### src/rtl/mul_seq.sv
// mul_seq: iterative multiplier sequencer around an external 4x4 nibble
// multiplier (mul2). It walks every nibble pair of the captured operands. Each
// shifted 8-bit partial product is added into a 2*W-bit product register.
//
// Parameters:
//   NIBBLES  operand width in nibbles (1..4); W = 4*NIBBLES
//
// Ports:
//   clk      system clock, rising edge
//   rst      asynchronous active-high reset
//   start    request pulse, accepted in IDLE or DONE
//   op_a     multiplicand (W bits), captured on an accepted start
//   op_b     multiplier (W bits), captured on an accepted start
//   acc      accumulate request, sampled with start
//   busy     high while the partial products are being accumulated (RUN)
//   done     one-cycle completion pulse (DONE)
//   product  2*W-bit result register, holds its value until the next start
//   mp_a     nibble driven to mul2 A inputs (0 outside RUN)
//   mp_b     nibble driven to mul2 B inputs (0 outside RUN)
//   mp_r     mul2 product of mp_a*mp_b, combinational
//
// Build option:
//   MULSEQ_ACC_EN  when defined, a start with acc=1 keeps the old product and
//                  adds op_a*op_b to it modulo 2^(2*W). When undefined, acc is
//                  ignored and every start clears the product.
module mul_seq #(
    parameter int NIBBLES = 2
) (
    input  logic                   clk,
    input  logic                   rst,
    input  logic                   start,
    input  logic [4*NIBBLES-1:0]   op_a,
    input  logic [4*NIBBLES-1:0]   op_b,
    input  logic                   acc,
    output logic                   busy,
    output logic                   done,
    output logic [8*NIBBLES-1:0]   product,
    output logic [3:0]             mp_a,
    output logic [3:0]             mp_b,
    input  logic [7:0]             mp_r
);

    localparam int W  = 4 * NIBBLES;
    localparam int PW = 2 * W;
    localparam int IW = (NIBBLES > 1) ? $clog2(NIBBLES) : 1;
    localparam int SW = IW + 3;
    localparam logic [IW-1:0] LAST = IW'(NIBBLES - 1);

    typedef enum logic [1:0] {IDLE, RUN, DONE} state_t;

    state_t          state_q, state_d;
    logic [W-1:0]    a_q, a_d;
    logic [W-1:0]    b_q, b_d;
    // The partial-product index k is held as its two digits: i = k mod NIBBLES
    // and j = k div NIBBLES. This avoids a divider.
    logic [IW-1:0]   i_q, i_d;
    logic [IW-1:0]   j_q, j_d;
    logic [PW-1:0]   product_q, product_d;

    logic            keep;
    logic [SW-1:0]   sh;
    logic [PW-1:0]   pp;

`ifdef MULSEQ_ACC_EN
    assign keep = acc;
`else
    logic acc_unused;
    assign acc_unused = acc;
    assign keep       = 1'b0;
`endif

    // Nibble selects feeding mul2 are held at zero outside RUN.
    always_comb begin
        mp_a = '0;
        mp_b = '0;
        if (state_q == RUN) begin
            mp_a = a_q[4*i_q +: 4];
            mp_b = b_q[4*j_q +: 4];
        end
    end

    // The partial product has weight 16^(i+j). Bits above 2*W are discarded.
    always_comb begin
        sh = (SW'(i_q) + SW'(j_q)) << 2;
        pp = PW'(mp_r) << sh;
    end

    always_comb begin
        state_d   = state_q;
        a_d       = a_q;
        b_d       = b_q;
        i_d       = i_q;
        j_d       = j_q;
        product_d = product_q;
        case (state_q)
            IDLE, DONE: begin
                if (start) begin
                    a_d     = op_a;
                    b_d     = op_b;
                    i_d     = '0;
                    j_d     = '0;
                    state_d = RUN;
                    if (!keep) begin
                        product_d = '0;
                    end
                end else begin
                    state_d = IDLE;
                end
            end
            RUN: begin
                product_d = product_q + pp;
                if (i_q == LAST) begin
                    i_d = '0;
                    j_d = j_q + 1'b1;
                    if (j_q == LAST) begin
                        state_d = DONE;
                    end
                end else begin
                    i_d = i_q + 1'b1;
                end
            end
            default: state_d = IDLE;
        endcase
    end

    always_ff @(posedge clk or posedge rst) begin
        if (rst) begin
            state_q   <= IDLE;
            a_q       <= '0;
            b_q       <= '0;
            i_q       <= '0;
            j_q       <= '0;
            product_q <= '0;
        end else begin
            state_q   <= state_d;
            a_q       <= a_d;
            b_q       <= b_d;
            i_q       <= i_d;
            j_q       <= j_d;
            product_q <= product_d;
        end
    end

    assign busy    = (state_q == RUN);
    assign done    = (state_q == DONE);
    assign product = product_q;

endmodule

### config.mk
export PLATFORM = sky130hd
export DESIGN_NAME = mul_seq
export DESIGN_NICKNAME = d
export VERILOG_FILES = /design/src/rtl/mul_seq.sv
export SDC_FILE = /design/constraint.sdc
export NUM_CORES = 1
export LEC_CHECK = 0
export ABC_AREA = 1
export BUFFER_PORTS_ARGS = -buffer_cell sky130_fd_sc_hd__buf_2
export CAP_MARGIN = 20
export CORE_MARGIN = 5
export CORE_UTILIZATION = 50
export CTS_CLUSTER_DIAMETER = 50
export DETAILED_ROUTE_END_ITERATION = 10
export HOLD_SLACK_MARGIN = 0.08
export PLACE_DENSITY_LB_ADDON = 0.1
export SETUP_SLACK_MARGIN = 0.5
export SYNTH_ARGS = -nofsm -noshare
export SYNTH_HDL_FRONTEND = slang
export SYNTH_SLANG_ARGS = --single-unit
### constraint.sdc
create_clock -name clk -period 2.6 [get_ports clk]
set_clock_uncertainty 0.05 [all_clocks]
set_input_delay 0.13 -clock clk [delete_from_list [all_inputs] [get_ports clk]]
set_output_delay 0.13 -clock clk [all_outputs]
set_load 0.05 [all_outputs]
==> After elaboration in Yosys (flattened, before gate mapping) <==
Index checks and enable logic that the tools add are counted.
W data, S select, Z words.
{ "op_classes": {"add_sub_neg": 4, "n_mul": 0, "div": 0, "magnitude_cmp": 0, "n_eq_ne": 5, "n_shift": 3, "n_mux": 13, "n_bitwise": 0, "reduce_logical": 7} }
{ "ops": {"columns": ["operator", "count"], "rows": [
  ["$pmux W16 S2", 1],
  ["$add A16 B16 Y16", 1],
  ["$mux W16", 1],
  ["$shiftx A8 B4 Y4", 2],
  ["$shl A8 B4 Y16", 1],
  ["$mux W4", 2],
  ["$reduce_and A2 Y1", 3],
  ["$mux W1", 4],
  ["$mux W2", 2],
  ["$ne A2 B1 Y1 const B", 2],
  ["$pmux W1 S2", 2],
  ["$pmux W2 S2", 1],
  ["$reduce_and A3 Y1", 1],
  ["$add A1 B1 Y1 const B", 2],
  ["$add A1 B1 Y2", 1],
  ["$eq A2 B1 Y1 const B", 1],
  ["$eq A2 B2 Y1 const B", 1],
  ["$logic_not A2 Y1", 1],
  ["$ne A2 B2 Y1 const B", 1],
  ["$reduce_bool A2 Y1", 1],
  ["$reduce_or A2 Y1", 1]
]} }
{ "totals": {"reg_bits": 36, "latch_bits": 0, "mem_bits_rw": 0, "romBits": 0, "input_bits": 28, "out_inout_bits": 26, "wordCells": 38, "mem_count": 0} }

==> Logic depth before layout (Yosys ltp) <==
{ "depth": {"word_depth": 4, "mapped_depth": 17, "ltp_nobuf": 16} }

==> Least setup slack after synthesis <==
No wires, ideal clock.
{ "synth_path": {"path_kind": "flip-flop to flip-flop", "startpoint": "register i_q", "endpoint": "register product_q[12], in the netlist product[12]", "setup_ns": 0.118, "t_arrival_ns": 2.426, "required_time_ns": 2.432, "setup_slack_ns": 0.007, "path_stages_with_launch": 16, "path_buffers": 1, "synth_period_minus_slack_ns": 2.593, "cell_sequence": "dfrtp_1 > ha_1 > or2_2 > clkbuf_1 > nor2_1 > ha_1 > inv_1 > fa_1 > inv_1 > nand3_1 > nand3_1 > nand3_1 > nand3_1 > nand2_1 > nand3_1 > nand2_1"} }
{ "synth_between": {"elab_chain_cells": 4} }
{ "synth_rtl": {"columns": ["element", "line", "text"], "rows": [
  ["start: declaration", "56", "logic [IW-1:0] i_q, i_d;"],
  ["start signal: assignment", "138", "i_q <= i_d;"],
  ["$add A1 B1 Y2", "84", "sh = (SW'(i_q) + SW'(j_q)) << 2;"],
  ["$shl A8 B4 Y16", "85", "pp = PW'(mp_r) << sh;"],
  ["$add A16 B16 Y16", "111", "product_d = product_q + pp;"],
  ["$pmux W16 S2", "95", "case (state_q)"],
  ["end signal: assignment", "140", "product_q <= product_d;"],
  ["end: declaration", "58", "logic [PW-1:0] product_q, product_d;"]
]} }
Every way passes these cells.
A chain may end at the register's enable or synchronous reset.

==> Final worst setup path <==
{ "layout_path": {"startpoint": "register i_q", "endpoint": "register product_q[8], in the netlist product[8]"} }
The elaborated chain is that of the path after synthesis.

==> impl_results.md <==
* Status: completed
* Slew Limit Fails at 0
* Post-Syn Area at approximately 0.0026 mm2
* Top-area cell type share of the netlist area at 0.346
* Antenna-violating nets left at 0
* Largest net degree at the start of global routing at 37
* CTS sink cnt at 36
* Fillcell total at approximately 430
* Clk buf depth at 2
* Worst path required time at 2.74 ns
* Mapped Nets at 418
* Critical path class: flip-flop to flip-flop
* Ys async rst share at 1.00
* Final min period at ~2.4 ns
* N_diodes at 0
* IO Count at between 50 and 60
* DP HPWL at approximately 4700 um
* Initial antenna violation count at 0
* Cts bufs inserted at 5
* Fin nets at between 500 and 600
* Core area at ~0.005 mm2
* DRC at 0
* First-pass GRT wire length at approximately 12000 um
* EDFF count, synth at 0
* Crit path DAT at about 2.5 ns
* Gr busiest metal: met2
* Period utilization at 0.916
* GRT Util Overall at 0.223
* Synth Instances at about 370
* TNS Setup at 0 ns
* CTS tree: built
* Seq/Total Area, Yosys at 0.346
* IO Port Bufs at 52
* Grt total ovfl at 0
* Main synth FF type: dfrtp_1
* Crit. End Element: flip-flop
* Final setup vio count at 0
* Clock Latency Late Sink at 0.29 ns
* Die width at ~82 um
* Family with the most delay on the worst path: simple AND/OR/NAND/NOR gates
* Die Ht at roughly 80 um
* Hold Path Class: primary input to flip-flop
* DR vias at between 2000 and 3000
* Top post-synthesis cells by area: dfrtp_1 35%, nand2_1 20%, inv_1 8.5%
* Starting Density at 0.513
* RSZ-0062 raised after global routing: yes
* Slowest cell on crit path: dfrtp_2
* Count leader, synth: nand2_1
* Met2 Use GR at 0.397
* FF+latch count, synth at 36
* Area Growth Syn to Fin at 39.0%
* Routed length per instance at 13.2 um
* Number of DRC markers in iteration 0 at about 110
* Largest fanout on the critical path at 7
* Routed wire length at about 7100 um
* Seq. cell area at around 900 um2
* Full die area at between 0.006 and 0.007 mm2
* Clk pin slew, worst setup/hold paths at 0.08 ns
* GR Util met3 at 0.0499
* Slew @ Worst Pin at approximately 0.63 ns
* Fmax at between 400 and 500 MHz
* Max transition margin at 0.582
* Routed vias/inst at approximately 5
* Cell taking the most area after synthesis: dfrtp_1
* Cell Chain, Critical Path: ha_4 > or2_4 > nor2_2 > ha_2 > inv_2 > fa_2 > inv_2 > nand3_2 > nand3_4 > nand2_2 > nand3_2 > nand2_1 > nand2_1 > o21ai_2
* Avg Cell Area, Syn at roughly 7.0 um2
* Area of the multi-input gates at between 0.0015 and 0.002 mm2
* Max stage delay on crit path at around 0.43 ns
* Critical path startpoint category: flip-flop
* Hold Vio Cnt, Final at 0
* Clock Tree Root: clkbuf_8
* Pre-Repair DR Iteration Count at 4
* RD Place Congestion at 0.878
* Max cap viols at 0
* Bufs and invs on worst path at 2
* H-tree depth at 2
* Proportion of layout cells with a drive suffix above 1 at 0.368
* # rows at 26
* Most frequent cells after synthesis: 137 x nand2_1, 59 x inv_1, 36 x dfrtp_1
* Distinct cells, synth at 29
* Synth warn at 0
* Met1 GRT Util at 0.267
* Vias in the first global route at about 2700
## state kept, by name, summed over array words and instances (netlist names)
register and flops:
a_q 8, b_q 8, product 16, j_q 1
state_q 2, i_q 1
## placed cells by master, fill, tap and decap left out, types with 3 or more instances in the layout
cell type	n
o21ai_1	5
a21oi_1	14
inv_1	52
buf_2	52
o21ai_2	4
ha_1	7
mux2_1	4
mux2_2	12
or2_4	3
dlygate4sd3_1	17
clkbuf_8	5
a21oi_2	4
o21ai_0	5
ha_4	8
nand2_2	25
inv_2	11
nand3_2	6
nor2_1	18
nand2_1	116
buf_4	21
nand3_1	13
nor2_2	4
nor3_2	3
dfrtp_1	35
## final cells by class
| type | instances | share of cell area |
|---|---|---|
| inverters | 63 | 0.0653 |
| repair buffers | 91 | 0.166 |
| flip-flops and latches | 36 | 0.249 |
| multi-input cells | 267 | 0.471 |
| clock buffers | 6 | 0.0200 |
| clock inverters | 2 | 0.00449 |
| well taps | 70 | 0.0242 |
## per-stage QoR
step / worst slack [ns] / instances / instance area [um2] / utilization / hold WS, ns
floorplan: 0.207 / 373 / 2700 / - / 0.212
global placement: 0.183 / 491 / 3000 / 0.592 / 0.210
detailed placement: 0.156 / 491 / 3000 / 0.592 / 0.219
CTS: 0.247 / 530 / 3470 / 0.685 / 0.314
global route: 0.0885 / 535 / 3620 / 0.713 / 0.325
finish: 0.220 / 535 / 3620 / 0.713 / 0.312
## worst min-delay path: cells and delay by family
family | cells | cell delay [ns]
buffers and inverters | 1 | 0.08
AND/OR/NAND/NOR | 2 | 0.40
## worst paths after layout
check                              startpoint                      to  slack (ns)  depth (start not counted)
min in group asynchronous                 rst      b_q[4]$_DFFE_PP0P_        0.44                          4
max in group asynchronous                 rst         i_q$_DFFE_PP0P_        1.72                          4
setup / recovery              i_q$_DFFE_PP0P_  product[8]$_DFFE_PP0P_        0.22                         14
setup reg to reg              i_q$_DFFE_PP0P_  product[8]$_DFFE_PP0P_        0.22                         14
hold / removal                          start  state_q[0]$_DFFE_PP0P_        0.31                          3
hold reg to reg            b_q[0]$_DFFE_PP0P_      b_q[0]$_DFFE_PP0P_        0.45                          1
## what timing repair did
action / in CTS / in global routing
hold endpoints to repair: 52 / 0
setup endpoints to repair: 15 / 16
buffers inserted: 14 / 5
hold buffers: 17 / 0
resized for setup: 37 / 23
pin swaps: 24 / 13
## layer usage
layer  up-vias  wire, um
met4         0       145
met3        12       372
li1       1349         -
met1      1233      2950
met2        71      3600
met5         -         0
## cell families after synthesis
kind of cell / Yosys count / synth area share
AND/OR/NAND/NOR: 196 / 0.309
buffers and inverters: 70 / 0.111
AO/OA/AOI/OAI: 37 / 0.0769
flip-flops: 36 / 0.346
adder cells (fa/ha/maj): 17 / 0.0846
multiplexers: 16 / 0.0692
XOR/XNOR: 1 / 0.00336
Power is not shown: default switching activity piles up to over one toggle a cycle in this logic, so the estimate is an artifact.
